File: config.mk
export PLATFORM = sky130hd
export DESIGN_NAME = ex_mem_skid
export DESIGN_NICKNAME = d
export VERILOG_FILES = /design/src/rtl/ex_mem_skid_pkg.sv /design/src/rtl/ex_mem_entry.sv /design/src/rtl/ex_mem_skid.sv
export SDC_FILE = /design/constraint.sdc
export NUM_CORES = 1
export LEC_CHECK = 0
export ABC_CLOCK_PERIOD_IN_PS = 1900
export CELL_PAD_IN_SITES_DETAIL_PLACEMENT = 0
export CELL_PAD_IN_SITES_GLOBAL_PLACEMENT = 1
export CORE_MARGIN = 2
export CORE_UTILIZATION = 25
export CTS_BUF_LIST = sky130_fd_sc_hd__clkbuf_16
export CTS_CLUSTER_SIZE = 40
export DETAILED_ROUTE_END_ITERATION = 8
export GPL_TIMING_DRIVEN = 0
export PLACE_DENSITY = 0.64
export SLEW_MARGIN = 20
export SYNTH_ARGS = -nofsm -noshare
export SYNTH_HDL_FRONTEND = slang
export SYNTH_HIERARCHICAL = 1
export SYNTH_SLANG_ARGS = --single-unit
export TNS_END_PERCENT = 1
File: constraint.sdc
create_clock -name clk -period 1.9 [get_ports clk]
set_input_delay 0.38 -clock clk [delete_from_list [all_inputs] [get_ports clk]]
set_output_delay 0.38 -clock clk [all_outputs]
set_load 0.02 [all_outputs]
File: src/rtl/ex_mem_skid_pkg.sv
// Shared constants and state encoding for the EX/MEM skid boundary.
package ex_mem_skid_pkg;

    localparam int          REG_BUS_W  = 32;
    localparam int          REG_ADDR_W = 5;
    localparam logic        RST_ENABLE = 1'b1;
    localparam logic [31:0] ZERO_WORD  = 32'h0;

    typedef enum logic [1:0] {
        EMSK_EMPTY = 2'd0,
        EMSK_ONE   = 2'd1,
        EMSK_FULL  = 2'd2
    } emsk_state_e;

endpackage

File: src/rtl/ex_mem_entry.sv
// One buffered EX result slot {valid, wd, wreg, wdata}; clear wins over load.
module ex_mem_entry
    import ex_mem_skid_pkg::*;
#(
    parameter int DATA_W = REG_BUS_W,
    parameter int ADDR_W = REG_ADDR_W
) (
    input  logic              clk,
    input  logic              rst,
    input  logic              load_i,
    input  logic              clear_i,
    input  logic [ADDR_W-1:0] wd_i,
    input  logic              wreg_i,
    input  logic [DATA_W-1:0] wdata_i,
    output logic              valid_o,
    output logic [ADDR_W-1:0] wd_o,
    output logic              wreg_o,
    output logic [DATA_W-1:0] wdata_o
);

    logic              valid_q;
    logic [ADDR_W-1:0] wd_q;
    logic              wreg_q;
    logic [DATA_W-1:0] wdata_q;

    always_ff @(posedge clk) begin
        if (rst == RST_ENABLE || clear_i) begin
            valid_q <= 1'b0;
            wd_q    <= '0;
            wreg_q  <= 1'b0;
            wdata_q <= '0;
        end else if (load_i) begin
            valid_q <= 1'b1;
            wd_q    <= wd_i;
            wreg_q  <= wreg_i;
            wdata_q <= wdata_i;
        end
    end

    assign valid_o = valid_q;
    assign wd_o    = wd_q;
    assign wreg_o  = wreg_q;
    assign wdata_o = wdata_q;

endmodule

File: src/rtl/ex_mem_skid.sv
// EX->MEM pipeline register with a 2-entry skid buffer and registered ex_ready.
// Define EX_MEM_STATS_EN to add the stat_issued / stat_stalls counters.
module ex_mem_skid
    import ex_mem_skid_pkg::*;
#(
    parameter int DATA_W = REG_BUS_W,
    parameter int ADDR_W = REG_ADDR_W
) (
    input  logic              clk,
    input  logic              rst,
    input  logic              flush,
    input  logic              ex_valid,
    output logic              ex_ready,
    input  logic [ADDR_W-1:0] ex_wd,
    input  logic              ex_wreg,
    input  logic [DATA_W-1:0] ex_wdata,
    output logic              mem_valid,
    input  logic              mem_ready,
    output logic [ADDR_W-1:0] mem_wd,
    output logic              mem_wreg,
`ifdef EX_MEM_STATS_EN
    output logic [DATA_W-1:0] mem_wdata,
    output logic [31:0]       stat_issued,
    output logic [31:0]       stat_stalls
`else
    output logic [DATA_W-1:0] mem_wdata
`endif
);

    emsk_state_e state_q, state_d;
    logic        ex_ready_q;
    logic        accept, issue;
    logic        main_ld, main_clr, main_from_skid, skid_ld, skid_clr;

    logic              main_vld, skid_vld;
    logic [ADDR_W-1:0] main_wd, skid_wd, main_wd_d;
    logic              main_wreg, skid_wreg, main_wreg_d;
    logic [DATA_W-1:0] main_wdata, skid_wdata, main_wdata_d;

    assign accept = ex_valid & ex_ready_q;
    assign issue  = main_vld & mem_ready;

    always_comb begin
        state_d        = state_q;
        main_ld        = 1'b0;
        main_clr       = 1'b0;
        main_from_skid = 1'b0;
        skid_ld        = 1'b0;
        skid_clr       = 1'b0;
        if (flush) begin
            state_d  = EMSK_EMPTY;
            main_clr = 1'b1;
            skid_clr = 1'b1;
        end else begin
            case (state_q)
                EMSK_EMPTY: begin
                    if (accept) begin
                        main_ld = 1'b1;
                        state_d = EMSK_ONE;
                    end
                end
                EMSK_ONE: begin
                    if (accept && issue) begin
                        main_ld = 1'b1;
                    end else if (accept) begin
                        skid_ld = 1'b1;
                        state_d = EMSK_FULL;
                    end else if (issue) begin
                        main_clr = 1'b1;
                        state_d  = EMSK_EMPTY;
                    end
                end
                EMSK_FULL: begin
                    if (issue) begin
                        main_ld        = 1'b1;
                        main_from_skid = 1'b1;
                        skid_clr       = 1'b1;
                        state_d        = EMSK_ONE;
                    end
                end
                default: state_d = EMSK_EMPTY;
            endcase
        end
    end

    // Main refills from skid when draining FULL, otherwise straight from EX.
    assign main_wd_d    = main_from_skid ? skid_wd    : ex_wd;
    assign main_wreg_d  = main_from_skid ? skid_wreg  : ex_wreg;
    assign main_wdata_d = main_from_skid ? skid_wdata : ex_wdata;

    always_ff @(posedge clk) begin
        if (rst == RST_ENABLE) begin
            state_q    <= EMSK_EMPTY;
            ex_ready_q <= 1'b0;
        end else begin
            state_q    <= state_d;
            ex_ready_q <= (state_d != EMSK_FULL);
        end
    end

    ex_mem_entry #(.DATA_W(DATA_W), .ADDR_W(ADDR_W)) u_main (
        .clk     (clk),
        .rst     (rst),
        .load_i  (main_ld),
        .clear_i (main_clr),
        .wd_i    (main_wd_d),
        .wreg_i  (main_wreg_d),
        .wdata_i (main_wdata_d),
        .valid_o (main_vld),
        .wd_o    (main_wd),
        .wreg_o  (main_wreg),
        .wdata_o (main_wdata)
    );

    ex_mem_entry #(.DATA_W(DATA_W), .ADDR_W(ADDR_W)) u_skid (
        .clk     (clk),
        .rst     (rst),
        .load_i  (skid_ld),
        .clear_i (skid_clr),
        .wd_i    (ex_wd),
        .wreg_i  (ex_wreg),
        .wdata_i (ex_wdata),
        .valid_o (skid_vld),
        .wd_o    (skid_wd),
        .wreg_o  (skid_wreg),
        .wdata_o (skid_wdata)
    );

    assign ex_ready  = ex_ready_q;
    assign mem_valid = main_vld;
    assign mem_wd    = main_vld ? main_wd    : '0;
    assign mem_wreg  = main_vld & main_wreg;
    assign mem_wdata = main_vld ? main_wdata : '0;

`ifdef EX_MEM_STATS_EN
    logic [31:0] stat_issued_q, stat_stalls_q;

    // Counters survive flush; a same-cycle issue during flush still counts.
    always_ff @(posedge clk) begin
        if (rst == RST_ENABLE) begin
            stat_issued_q <= '0;
            stat_stalls_q <= '0;
        end else begin
            if (issue)
                stat_issued_q <= stat_issued_q + 32'd1;
            if (main_vld && !mem_ready)
                stat_stalls_q <= stat_stalls_q + 32'd1;
        end
    end

    assign stat_issued = stat_issued_q;
    assign stat_stalls = stat_stalls_q;
`endif

    logic unused_skid_vld;
    assign unused_skid_vld = skid_vld;

endmodule

==> summary.txt <==
Portion of total power attributed to combinational logic: 8.4%
Kind of end point of the critical path: output pin
Number of buffers inserted for hold repair after clock tree synthesis: 0
Effective utilization at floorplan: 25.3%
Portion of the clock cycle consumed by the worst path in the final layout: 96.5%
Startpoint Class: flop
Bufs on Longest Clock Path: 2
CTS Root Buffer Type: sky130_fd_sc_hd__clkbuf_16
Vias: 2698
End point of the most critical hold path: state_q[0]
Worst min-delay path class: primary input to flop
Number of design-rule violations left by the first detailed-router iteration: 102
Die X-Extent: 127 um
Number of H-tree branching levels: 3
Vias in the first global route: 2750
Final Wtd Congestion: 0.742
Max-capacitance violation count: 0
Critical hold path startpoint: ex_valid
Power density cells: 716 mW/mm^2
Number of I/O port buffers: 82
Post-synthesis cell count: 357
Sum of routed wire length over all layers: 8760 um
TritonCTS clock tree: yes
Die H: 127 um
Timing-limited maximum frequency: 0.546 GHz
Area of the die: 0.0162 sq mm
Crit Reg-Reg Endpoint: u_main/wdata_o[14]
Critical path fanouts, max: 10
Slew Viols, Final: 0
Period minus WS final: 1830 ps
Clock Sinks: 80
Number of primary I/O pins: 83
Core Box Area: 0.0150 sq mm
Number of nets in the final layout: 493
Hold WS: 469 ps
Setup Crit Path Kind: flop to output pin
HPWL after DPL: 6210 um
Sequential group share of total power: 46.3%
Portion of total power attributed to the clock network: 45.2%
Average wire length per cell after detail routing: 13.6 um
Worst-skew pair later-pin latency: 340 ps
Total standard cell area after synthesis: 0.00381 sq mm
Area growth from synthesis to layout: 34.6%
Relative slew slack: 61.6%
Number of buffers created by CTS: 9
Rows: 45
Total negative setup slack: 0 ps
Internal power summed over all cells: 2.87 mW
Share of post-route cells with drive strength above 1: 17.4%
Worst reg2reg path depth: 7
Antenna violations before repair: 0
Fin. Hold Viols: 0
Setup violators final: 0
Initial DRT Pass Iterations: 4
Arrival time at the worst endpoint: 1450 ps
Largest net degree at the start of global routing: 13
Wire length of the first global-routing pass: 14100 um
Worst clock skew: 5.36 ps
Slew at the pin with the worst max-slew slack: 576 ps
Reg clk slew, reported paths: 60 ps
DRC Markers: 0
Count of synthesis-stage warnings from yosys: 6
Status: complete, no violations
Post-route design area: 0.00513 sq mm
Critical path data required time: 1520 ps
Startpoint of the most critical register-to-register path: state_q[0]
Static leakage: 1.93 nW
Via density per instance: 4.20
Number of buffers added for setup after CTS: 0
Setup slack on the worst flop-to-flop path: 160 ps
Unrepaired setup endpoints after global routing: false
Filler cells: 1534
Mean area per synthesized cell: 10.7 sq um
Number of cells traversed by the worst hold path: 4
Overall routing resource usage: 11.4%
Peak supply drop: 0.323 mV
Sum of overflow across all layers after global routing: 0
Diodes inserted: 0
Net switching power: 0.801 mW
Syn_nets: 400
Fraction of power spent switching nets: 21.8%
Instance area at placement: 0.00486 sq mm
Count of antenna-violating nets left after detailed routing: 0
[per-stage QoR]
stage | utilization [%] | instances | setup WS, ps | total power [mW]
floorplan | - | 357 | 129 | 1.90
global placement | 32.4 | 627 | -343 | 2.05
detailed placement | 32.4 | 627 | -373 | 2.05
CTS | 34.0 | 643 | 0.387 | 3.75
global route | 34.1 | 643 | 0.302 | 3.83
finish | 34.1 | 643 | 67.2 | 3.67
[what timing repair did]
action | in CTS | in global routing
resized for setup | 48 | 27
setup endpoints to repair | 78 | 46
pin swaps | 0 | 1
[critical path, cell delays in order (launching register included)]
cell and delay, ps:
sky130_fd_sc_hd__dfxtp_4 420, sky130_fd_sc_hd__buf_2 210, sky130_fd_sc_hd__and2_1 170, sky130_fd_sc_hd__clkdlybuf4s15_1 310
[placed cells by master (no fill, tap or decap), types with 4 or more instances in the layout]
cell type,instances
sky130_fd_sc_hd__clkbuf_1,4
sky130_fd_sc_hd__buf_4,5
sky130_fd_sc_hd__mux2_4,20
sky130_fd_sc_hd__dlygate4sd2_1,17
sky130_fd_sc_hd__clkdlybuf4s50_1,42
sky130_fd_sc_hd__clkbuf_2,4
sky130_fd_sc_hd__clkdlybuf4s15_1,19
sky130_fd_sc_hd__and2_1,38
sky130_fd_sc_hd__buf_12,6
sky130_fd_sc_hd__buf_6,7
sky130_fd_sc_hd__a21oi_1,4
sky130_fd_sc_hd__nor2_1,78
sky130_fd_sc_hd__clkbuf_16,9
sky130_fd_sc_hd__dfxtp_1,79
sky130_fd_sc_hd__mux2_2,18
sky130_fd_sc_hd__mux2i_1,76
[final cells by class]
cell class / count / area (sq um) / share of cell area, %
buffer: 26 / 277 / 5.39
clock inverter: 7 / 56.3 / 1.10
tap: 188 / 235 / 4.59
sequential: 80 / 1610 / 31.3
multi-input combinational: 251 / 1940 / 37.9
timing repair buffer: 82 / 787 / 15.4
clock buffer: 9 / 225 / 4.39
[metal layers]
layer,global-route usage (%),vias up,routed length (um)
met1,14.0,1249,4020
met3,3.85,10,456
met2,18.2,55,4120
met4,5.24,0,153
met5,0,-,0
li1,-,1384,-
[sequential cells by signal, summed over array words and instances, names as in the netlist]
register        flops
u_main/wdata_o     32
u_skid/wdata_o     32
u_main/wd_o         5
u_skid/wd_o         5
state_q             2
ex_ready            1
u_main/valid_o      1
u_main/wreg_o       1
u_skid/wreg_o       1
[worst max-delay path by stage]
stage | startpoint | endpoint | cells after the start
detailed placement | mem_ready | u_main/wdata_o[12] | 8
CTS | u_main/valid_o | mem_wdata[20] | 3
global route | u_main/valid_o | mem_wdata[23] | 3
finish | u_main/valid_o | mem_wdata[23] | 3
global placement | mem_ready | u_main/wdata_o[11] | 8
floorplan | u_main/valid_o | u_main/wdata_o[24] | 8
[power by group through the flow]
stage	combinational [mW]	clock, mW	sequential [mW]
finish	0.309	1.66	1.70
global route	0.335	1.79	1.70
CTS	0.316	1.73	1.70
detailed placement	0.315	0	1.74
floorplan	0.165	0	1.74
global placement	0.311	0	1.74
Power figures use the tool's default switching activity.
